## config.mk

```make
export PLATFORM = sky130hd
export DESIGN_NAME = prbs_sat_cnt
export DESIGN_NICKNAME = d
export VERILOG_FILES = /design/src/rtl/prbs_sat_cnt.sv
export SDC_FILE = /design/constraint.sdc
export NUM_CORES = 1
export LEC_CHECK = 0
export CAP_MARGIN = 0
export CORE_ASPECT_RATIO = 0.9
export CORE_MARGIN = 2
export CORE_UTILIZATION = 53
export CTS_CLUSTER_SIZE = 20
export DETAILED_ROUTE_END_ITERATION = 8
export PLACE_DENSITY = 0.81
export SYNTH_ARGS = -nofsm -noshare
export SYNTH_HDL_FRONTEND = slang
export SYNTH_SLANG_ARGS = --single-unit
```

## constraint.sdc

```tcl
create_clock -name clk -period 5.3 [get_ports clk]
set_input_delay 0.795 -clock clk [delete_from_list [all_inputs] [get_ports clk]]
set_output_delay 0.795 -clock clk [all_outputs]
set_load 0.02 [all_outputs]
```

## src/rtl/prbs_sat_cnt.sv

```systemverilog
// Saturating up-counter with synchronous clear; clear takes precedence over increment.
module prbs_sat_cnt #(
  parameter int W = 16
) (
  input  logic         clk,
  input  logic         rst_,
  input  logic         clr,
  input  logic         inc,
  output logic [W-1:0] cnt
);

  logic [W-1:0] cnt_reg;

  always_ff @(posedge clk or negedge rst_) begin
    if (!rst_) begin
      cnt_reg <= '0;
    end else if (clr) begin
      cnt_reg <= '0;
    end else if (inc && (cnt_reg != '1)) begin
      cnt_reg <= cnt_reg + W'(1);
    end
  end

  assign cnt = cnt_reg;

endmodule

```

# Word level (Yosys, flattened, before mapping)

Cells that the tools add are included.

Flip-flop bits (word level): 16
Input bits: 4
Output and inout port bits: 16
Word-level logic and storage cells: 7

Add/subtract/negate cells: 1
Eq/ne operators: 1
Muxes and demuxes: 2
Reduce and logical (&&, ||, !) cells: 2

Operators with widths:

| cell                                                             | number |
|---|---|
| 16-bit two-way mux                                               | 2 |
| 16-bit by 1-bit adder with 16-bit output (second input constant) | 1 |
| 16-bit != test (second input constant)                           | 1 |
| 2-bit nonzero test                                               | 1 |
| 1-bit logical AND                                                | 1 |

# Logic depth before layout (Yosys ltp)

Gate-level depths: netlist of run 1.

Word-level depth: 4
Gate-level depth with buffers: 6

# Worst setup path before layout of run 1

Ideal clock, no wire load.

Path type: register to register
From: register cnt_reg[0] (netlist: cnt[0])
To: register cnt_reg[15] (netlist: cnt[15])
Arrival time: 1.756 ns
Required time: 5.172 ns
Slack: 3.417 ns
Cell stages (with the launch flop): 6
Path buffers: 0
Period minus slack after synthesis: 1.883 ns
Cell sequence: dfrtp_1 > ha_1 > nand4_2 > nor4_4 > nor4_1 > mux2_1

Cells in the longest elaborated chain, start to end: 3
Elaborated cells between the ends (all ways): 6
Those cells by class: add/sub (1); eq/ne (1); mux (2); reduce/logical (2)

Ends and longest elaborated chain:

| item                                                                       | line   | source |
|---|---|---|
| from (decl)                                                                | 12     | `logic [W-1:0] cnt_reg;` |
| from (signal assigned)                                                     | 20     | `cnt_reg <= cnt_reg + W'(1);` |
| 16-bit by 1-bit adder with 16-bit output or 16-bit != test (tied branches) | 20, 19 |  |
| 16-bit two-way mux or 1-bit logical AND (tied branches)                    | 19     | `end else if (inc && (cnt_reg != '1)) begin` |
| 16-bit two-way mux or 2-bit nonzero test (tied branches)                   | -      |  |

Several ways; a longest one is shown, not always the timed one. The select of a mux whose other input is x is not followed.
A chain may end at the register's enable or synchronous reset.

# Final worst setup path of run 1

Ends and elaborated chain as after synthesis.

==> impl_summary.log, run 1 <==
[metrics] vias after detailed routing: 885
[metrics] top library cells by usage in the layout, fill and taps aside: clkdlybuf4s50_1, dfrtp_1, a21oi_1
[metrics] post_cts resized: 0
[metrics] share of the core filled with cells in the final layout: just over 70%
[metrics] DRT iter0 DRCs: 36
[metrics] crit path DAT: 2.48 ns
[metrics] final cell area excluding filler cells: 0.00117 mm2
[metrics] Max Clock Freq: 437 MHz
[metrics] per-cell via count in the routed design: 6.32
[metrics] cell internal pwr: roughly 170 uW
[metrics] per-cell routed wire length: 15.8 um
[metrics] combined area of the multi-input logic cells: 504 um2
[metrics] clock share of power: between 30% and 40%
[metrics] max-slew violation count: 0
[metrics] pin slew with the least headroom to its limit: 0.868 ns
[metrics] global-route wire length before repair: 3750 um
[metrics] post-detailed-placement cell area: 0.00114 mm2
[metrics] biggest fanout along the worst timing path: 19
[metrics] leading cell type in the layout, fill and taps excluded: clkdlybuf4s50_1
[metrics] critical path data required time: 5.49 ns
[metrics] Fill cells: 137
[metrics] number of warnings reported in the yosys synthesis log: 0
[metrics] post-route worst setup slack: 3.01 ns
[metrics] worst-skew pair later-pin latency: 0.30 ns
[metrics] die boundary height: 44 um
[metrics] start point of the critical path: cnt[0]$_DFFE_PN0P_
[metrics] classification of the worst-slack hold path: flip-flop to flip-flop
[metrics] switching pwr: 55.8 uW
[metrics] synthesized instance count: between 90 and 100
[metrics] clock slew seen by the registers of the worst setup and hold paths: 0.10 ns
[metrics] shortest clock period the worst path allows after layout: 2.29 ns
[metrics] Die Footprint: 0.00213 mm2
[metrics] part of the Yosys area used for sequential elements: 42.5%
[metrics] final WL: about 2200 um
[metrics] post-route clock period utilization: 43.2%
[metrics] HPWL reported at the end of detailed placement: 1390 um
[metrics] clock tree buffer depth: 2
[metrics] Syn Std Cell Area: 942 um2
[metrics] count of H-tree levels built during CTS: 1
[metrics] die extent in x: between 40 and 50 um
[metrics] number of design rule violations left after detail routing: 0
[metrics] Setup Buffers After CTS: 0
[metrics] peak supply drop: 0.000144 V
[metrics] Area Growth Syn to Fin: 24.4%
[metrics] number of buffers added by the clock tree synthesis step: 3
[metrics] start-to-end type of the worst setup path: flip-flop to flip-flop
[metrics] share of cells above drive strength 1: about 11%
[metrics] largest net degree at the start of global routing: 23
[metrics] starting density of the core: 56.6%
[metrics] sequential group share of total power: 55.0%
[metrics] sink count of the clock tree: 16
[metrics] first drt pass iteration count: 4
[metrics] non-filler instance count after layout: 140
[metrics] crit end category: flip-flop
[metrics] vias in the first global route: 833
[metrics] total of flip-flops plus latches after synthesis: 16
[metrics] placeable core area: 0.00166 mm2
[metrics] initial antenna violation count: 0
[metrics] GRT Overall Usage: 23.2%
[metrics] number of port buffers: 19
[metrics] min-delay src: cnt[14]$_DFFE_PN0P_
[metrics] run status: completed
[metrics] number of inserted diodes: 0
[metrics] CTS tree: built
[metrics] post-synthesis cell type count: 28
[metrics] Post-Syn Nets: approximately 100
[metrics] standard-cell rows: 14
[metrics] total instance count after detailed placement: 136
[metrics] start of the worst register-to-register path: cnt[0]$_DFFE_PN0P_
[metrics] hold buffer count at cts: 0
[metrics] # Max-Cap Violations: 0
[metrics] post-detailed-route count of antenna-violating nets: 0
[metrics] number of nets in the finished design: 122
[metrics] Setup Skew: 0.00110 ns
[metrics] unrepaired setup endpoints after global routing: no
[metrics] critical path startpoint category: flip-flop
[metrics] number of flip-flops under the largest register name: 16
[metrics] combinational share of power: 7.2%
[metrics] number of placed I/O pins: 20
[metrics] Worst slew margin: between 40% and 50%
[metrics] global placement routability congestion: 0.819
[metrics] net switching fraction of the power: 24.6%
[metrics] count of final setup violators: 0
[metrics] area occupied by registers: 400 um2
[metrics] Power per Cell Area: around 190 mW/mm2
[metrics] Clk Tree Root Cell: clkbuf_4
[metrics] synthesized area divided by synthesized cell count: 9.61 um2
[metrics] P_leak: 0.000459 uW
[metrics] worst slack after detailed placement: around 2.8 ns
[metrics] total negative slack: 0 ns
[metrics] hold violation count in the final report: 0
[metrics] sum of overflow across all layers after global routing: 0
## through the flow
step	hold WS, ns	total power [uW]
global route	0.658	233
CTS	0.607	226
floorplan	0.499	135
finish	0.616	227
detailed placement	0.591	143
global placement	0.575	143
## routing by layer
layer	vias to the layer above	wire length [um]	share of wire (%)	GRT usage, %
li1	421	-	-	-
met1	427	1060	48	30.1
met2	34	993	45	37.8
met3	3	131	5.9	5.52
met4	0	23	1.0	10.3
met5	-	0	0	0
## power by group through the flow
| stage | combinational [uW] | clock, uW | sequential, uW |
|---|---|---|---|
| 6_report | 16.4 | 85.5 | 125 |
| 5_1_grt | 18.5 | 89.5 | 125 |
| 4_1_cts | 16.5 | 85.3 | 125 |
| 3_5_place_dp | 16.3 | 0 | 127 |
| 3_3_place_gp | 16.3 | 0 | 127 |
| 2_1_floorplan | 6.88 | 0 | 128 |
## critical path, cell delays in order, from the launching register on
cell	delay (ns)
dfrtp_1	0.43
ha_1	0.26
nand4_2	0.15
nor4_4	0.81
nor4_1	0.17
mux2_1	0.36
## synthesized netlist by cell type
library cell | instances | area (um2)
a211oi_2 | 1 | 12.5
a21oi_1 | 11 | 55.1
and3_1 | 2 | 12.5
and4_2 | 2 | 20.0
buf_6 | 1 | 11.3
clkbuf_1 | 4 | 15.0
dfrtp_1 | 16 | 400
ha_1 | 1 | 12.5
inv_1 | 3 | 11.3
mux2_1 | 4 | 45.0
nand2_1 | 6 | 22.5
nand3_1 | 3 | 15.0
nand3b_1 | 1 | 7.51
nand4_1 | 6 | 37.5
nand4_2 | 1 | 12.5
nor2_1 | 4 | 15.0
nor2b_1 | 4 | 25.0
nor3_1 | 1 | 5.00
nor4_1 | 4 | 25.0
nor4_4 | 1 | 21.3
o211ai_2 | 1 | 12.5
o21ai_0 | 1 | 5.00
o21ai_1 | 3 | 15.0
o31ai_1 | 7 | 52.6
or3_1 | 2 | 12.5
or3_2 | 1 | 7.51
or4_1 | 5 | 37.5
or4_2 | 2 | 17.5
## cells by family after synthesis
family / count (synthesis) / share of synthesized area [%]
compound gates: 24 / 16.2
fa+ha+maj: 1 / 1.33
buf+inv: 8 / 3.98
flops: 16 / 42.5
mux: 4 / 4.78
simple gates: 45 / 31.2
## cell type report
class	count	share of cell area, %
Sequential cell	16	34.2
Multi-Input combinational cell	74	43.0
Clock buffer	4	3.09
Inverter	3	0.961
Timing Repair Buffer	19	16.2
Tap cell	24	2.56
## path summary, 6_finish.rpt
kind,depth (start not counted),slack (ns),end
worst max-delay path,5,3.01,cnt[15]$_DFFE_PN0P_
worst min-delay path,2,0.62,cnt[14]$_DFFE_PN0P_
worst max register to register,5,3.01,cnt[15]$_DFFE_PN0P_
worst min register to register,2,0.62,cnt[14]$_DFFE_PN0P_
max in group asynchronous,1,3.92,cnt[1]$_DFFE_PN0P_
min in group asynchronous,1,0.92,cnt[13]$_DFFE_PN0P_
(Power assumes the default switching activity.)
==> run 2: changes to the inputs <==
- CORE_UTILIZATION: 53 -> 49
- PLACE_DENSITY: 0.81 -> 0.75
- clock period: 5.3 -> 2.11 ns (I/O delays scaled with it)
==> run 2 against run 1 <==
Via count is 0.56% higher. Flip-flop and latch count is the same. First-iteration DRC count is the same. Critical endpoint is now cnt[3]$_DFFE_PN0P_. Largest power group unchanged.
==> impl_summary.log, run 2 (same netlist as run 1, synthesis figures left out) <==
[metrics] net switching fraction of the power: 22.5% (was 24.6%)
[metrics] placeable core area: 0.00186 mm2 (was 0.00166 mm2)
[metrics] Fill cells: 148 (was 137)
[metrics] start-to-end type of the worst setup path: flip-flop to flip-flop (unchanged)
[metrics] sink count of the clock tree: 16 (unchanged)
[metrics] sum of overflow across all layers after global routing: 0 (unchanged)
[metrics] Max Clock Freq: 498 MHz (was 437 MHz)
[metrics] combinational share of power: 7.9% (was 7.2%)
[metrics] Worst slew margin: 52.3% (was 41.7%)
[metrics] hold violation count in the final report: 0 (unchanged)
[metrics] switching pwr: 125 uW (was 55.8 uW)
[metrics] clock share of power: 35.7% (was 37.8%)
[metrics] number of nets in the finished design: 128 (was 122)
[metrics] crit path DAT: 2.22 ns (was 2.48 ns)
[metrics] initial antenna violation count: 0 (unchanged)
[metrics] largest net degree at the start of global routing: 17 (was 23)
[metrics] count of H-tree levels built during CTS: 1 (unchanged)
[metrics] worst slack after detailed placement: 0.142 ns (was 2.76 ns)
[metrics] Crit Reg-Reg Endpoint: cnt[3]$_DFFE_PN0P_ (was cnt[15]$_DFFE_PN0P_)
[metrics] max-slew violation count: 0 (unchanged)
[metrics] final WL: 2120 um (was 2210 um)
[metrics] leading cell type in the layout, fill and taps excluded: clkdlybuf4s50_1 (unchanged)
[metrics] HPWL reported at the end of detailed placement: 1500 um (was 1390 um)
[metrics] vias after detailed routing: 890 (was 885)
[metrics] total negative slack: 0 ns (unchanged)
[metrics] number of port buffers: 19 (unchanged)
[metrics] Clk Tree Root Cell: clkbuf_4 (unchanged)
[metrics] Area Growth Syn to Fin: 29.3% (was 24.4%)
[metrics] classification of the worst-slack hold path: input port to asynchronous set/reset pin (was flip-flop to flip-flop)
[metrics] clock tree buffer depth: 2 (unchanged)
[metrics] die boundary height: 45.6 um (was 44 um)
[metrics] post-route worst setup slack: 0.101 ns (was 3.01 ns)
[metrics] highest routed metal layer: met4 (unchanged)
[metrics] standard-cell rows: 15 (was 14)
[metrics] share of cells above drive strength 1: 15.6% (was 11.2%)
[metrics] post-detailed-route count of antenna-violating nets: 0 (unchanged)
[metrics] number of buffers added by the clock tree synthesis step: 3 (unchanged)
[metrics] vias in the first global route: 740 (was 833)
[metrics] total length of routed met3 wires: 138 um (was 131 um)
[metrics] start point of the critical path: cnt[0]$_DFFE_PN0P_ (unchanged)
[metrics] P_leak: 0.000490 uW (was 0.000459 uW)
[metrics] per-cell routed wire length: 14.4 um (was 15.8 um)
[metrics] worst-skew pair later-pin latency: 0.28 ns (was 0.30 ns)
[metrics] Power per Cell Area: 456 mW/mm2 (was 193 mW/mm2)
[metrics] Setup Skew: 0.000709 ns (was 0.00110 ns)
[metrics] capturing element of the worst setup path: cnt[3]$_DFFE_PN0P_ (was cnt[15]$_DFFE_PN0P_)
[metrics] Critical Path, Cell by Cell: ha_1, nand4_2, nor4_4, buf_4, buf_4, or4_2, a21oi_1 (was ha_1, nand4_2, nor4_4, nor4_1, mux2_1)
[metrics] global-route wire length before repair: 3380 um (was 3750 um)
[metrics] hold buffer count at cts: 0 (unchanged)
[metrics] # Max-Cap Violations: 0 (unchanged)
[metrics] post_cts resized: 0 (unchanged)
[metrics] die extent in x: 50.2 um (was 48.4 um)
[metrics] number of placed I/O pins: 20 (unchanged)
[metrics] sequential group share of total power: 56.4% (was 55.0%)
[metrics] DRT iter0 DRCs: 36 (unchanged)
[metrics] number of cell instances on the worst register-to-register path: 7 (was 5)
[metrics] share of the core filled with cells in the final layout: 65.6% (was 70.5%)
[metrics] post-route clock period utilization: 95.2% (was 43.2%)
[metrics] unrepaired setup endpoints after global routing: no (unchanged)
[metrics] number of design rule violations left after detail routing: 0 (unchanged)
[metrics] combined area of the multi-input logic cells: 504 um2 (unchanged)
[metrics] start of the worst register-to-register path: cnt[0]$_DFFE_PN0P_ (unchanged)
[metrics] top library cells by usage in the layout, fill and taps aside: clkdlybuf4s50_1, dfrtp_1, a21oi_1 (unchanged)
[metrics] count of final setup violators: 0 (unchanged)
[metrics] Die Footprint: 0.00229 mm2 (was 0.00213 mm2)
[metrics] starting density of the core: 50.7% (was 56.6%)
[metrics] met2 WL post-DR: 986 um (was 993 um)
[metrics] most used cell along the critical path: buf_4
[metrics] global placement routability congestion: 0.829 (was 0.819)
[metrics] shortest clock period the worst path allows after layout: 2.01 ns (was 2.29 ns)
[metrics] area occupied by registers: 400 um2 (unchanged)
[metrics] run status: completed (unchanged)
[metrics] cell internal pwr: 431 uW (was 171 uW)
[metrics] first drt pass iteration count: 5 (was 4)
[metrics] CP max stage cell: or4_2 (was nor4_4)
[metrics] CTS tree: built (unchanged)
[metrics] crit end category: flip-flop (unchanged)
[metrics] critical path data required time: 2.32 ns (was 5.49 ns)
[metrics] number of inserted diodes: 0 (unchanged)
[metrics] peak supply drop: 0.000301 V (was 0.000144 V)
[metrics] maximum single-stage delay on the critical path: 0.61 ns (was 0.81 ns)
[metrics] wire length on met1: 972 um (was 1060 um)
[metrics] critical path startpoint category: flip-flop (unchanged)
[metrics] clock slew seen by the registers of the worst setup and hold paths: 0.09 ns (was 0.10 ns)
[metrics] biggest fanout along the worst timing path: 6 (was 19)
[metrics] pin slew with the least headroom to its limit: 0.713 ns (was 0.868 ns)
[metrics] GRT Overall Usage: 20.1% (was 23.2%)
[metrics] per-cell via count in the routed design: 6.05 (was 6.32)
[metrics] Worst Hold Slack: 0.456 ns (was 0.616 ns)
[metrics] slack of the worst reg-to-reg path: 0.10 ns (was 3.01 ns)
[metrics] number of flip-flops under the largest register name: 16 (unchanged)
## run 2: cell types whose count changed in the layout (fill, tap and decap cells not counted)
cell   delta
buf_4     +6
## run 2: worst min-delay path by stage
stage	slack (ns)	to	depth (start not counted)	from
floorplan	0.02	cnt[0]$_DFFE_PN0P_	0	rst_
global placement	0.58	cnt[14]$_DFFE_PN0P_	2	cnt[14]$_DFFE_PN0P_
detailed placement	0.59	cnt[14]$_DFFE_PN0P_	2	cnt[14]$_DFFE_PN0P_
CTS	0.48	cnt[15]$_DFFE_PN0P_	1	rst_
global route	0.50	cnt[15]$_DFFE_PN0P_	1	rst_
finish	0.46	cnt[15]$_DFFE_PN0P_	1	rst_
## run 2: through the flow
stage	cells	power (uW)	area [um2]
detailed placement	140	363	1160
global placement	140	363	1160
global route	147	591	1220
floorplan	98	339	942
finish	147	556	1220
CTS	144	561	1200
## run 2: layout make-up
class	count	share of cell area, %
Timing Repair Buffer	25	19.3
Tap cell	25	2.57
Inverter	3	0.924
Sequential cell	16	32.9
Multi-Input combinational cell	74	41.4
Clock buffer	4	2.98
## run 2: power by group through the flow
stage          combinational, uW  sequential (uW)  clock, uW
6_report                    43.8              313        199
5_1_grt                     48.8              314        228
4_1_cts                     44.1              313        204
3_5_place_dp                43.9              319          0
3_3_place_gp                43.9              319          0
2_1_floorplan               17.3              322          0
## run 2: metal layers
layer / vias up / GRT usage [%]
met4: 0 / 8.33
met1: 419 / 30.0
li1: 433 / -
met2: 36 / 28.2
met3: 2 / 3.95
met5: - / 0
## run 2: timing repair
item                                    4_1_cts  5_1_grt
setup buffers                                 0        3
endpoints found under the setup margin        0        2
endpoints found under the hold margin         0        0
## run 2: worst max-delay path: cells and delay by family, from the launching register on
family                     cells  cell delay (ns)
and+or+nand+nor                3             0.80
AOI/OAI and AO/OA              1             0.16
DFF                            1             0.45
adders and majority gates      1             0.27
buffers and inverters          2             0.27
==> run 3: changes to the inputs <==
- SKIP_LAST_GASP: default -> 1
==> results of run 3 <==
Final layout, timing and power as in run 2 (identical DEF).
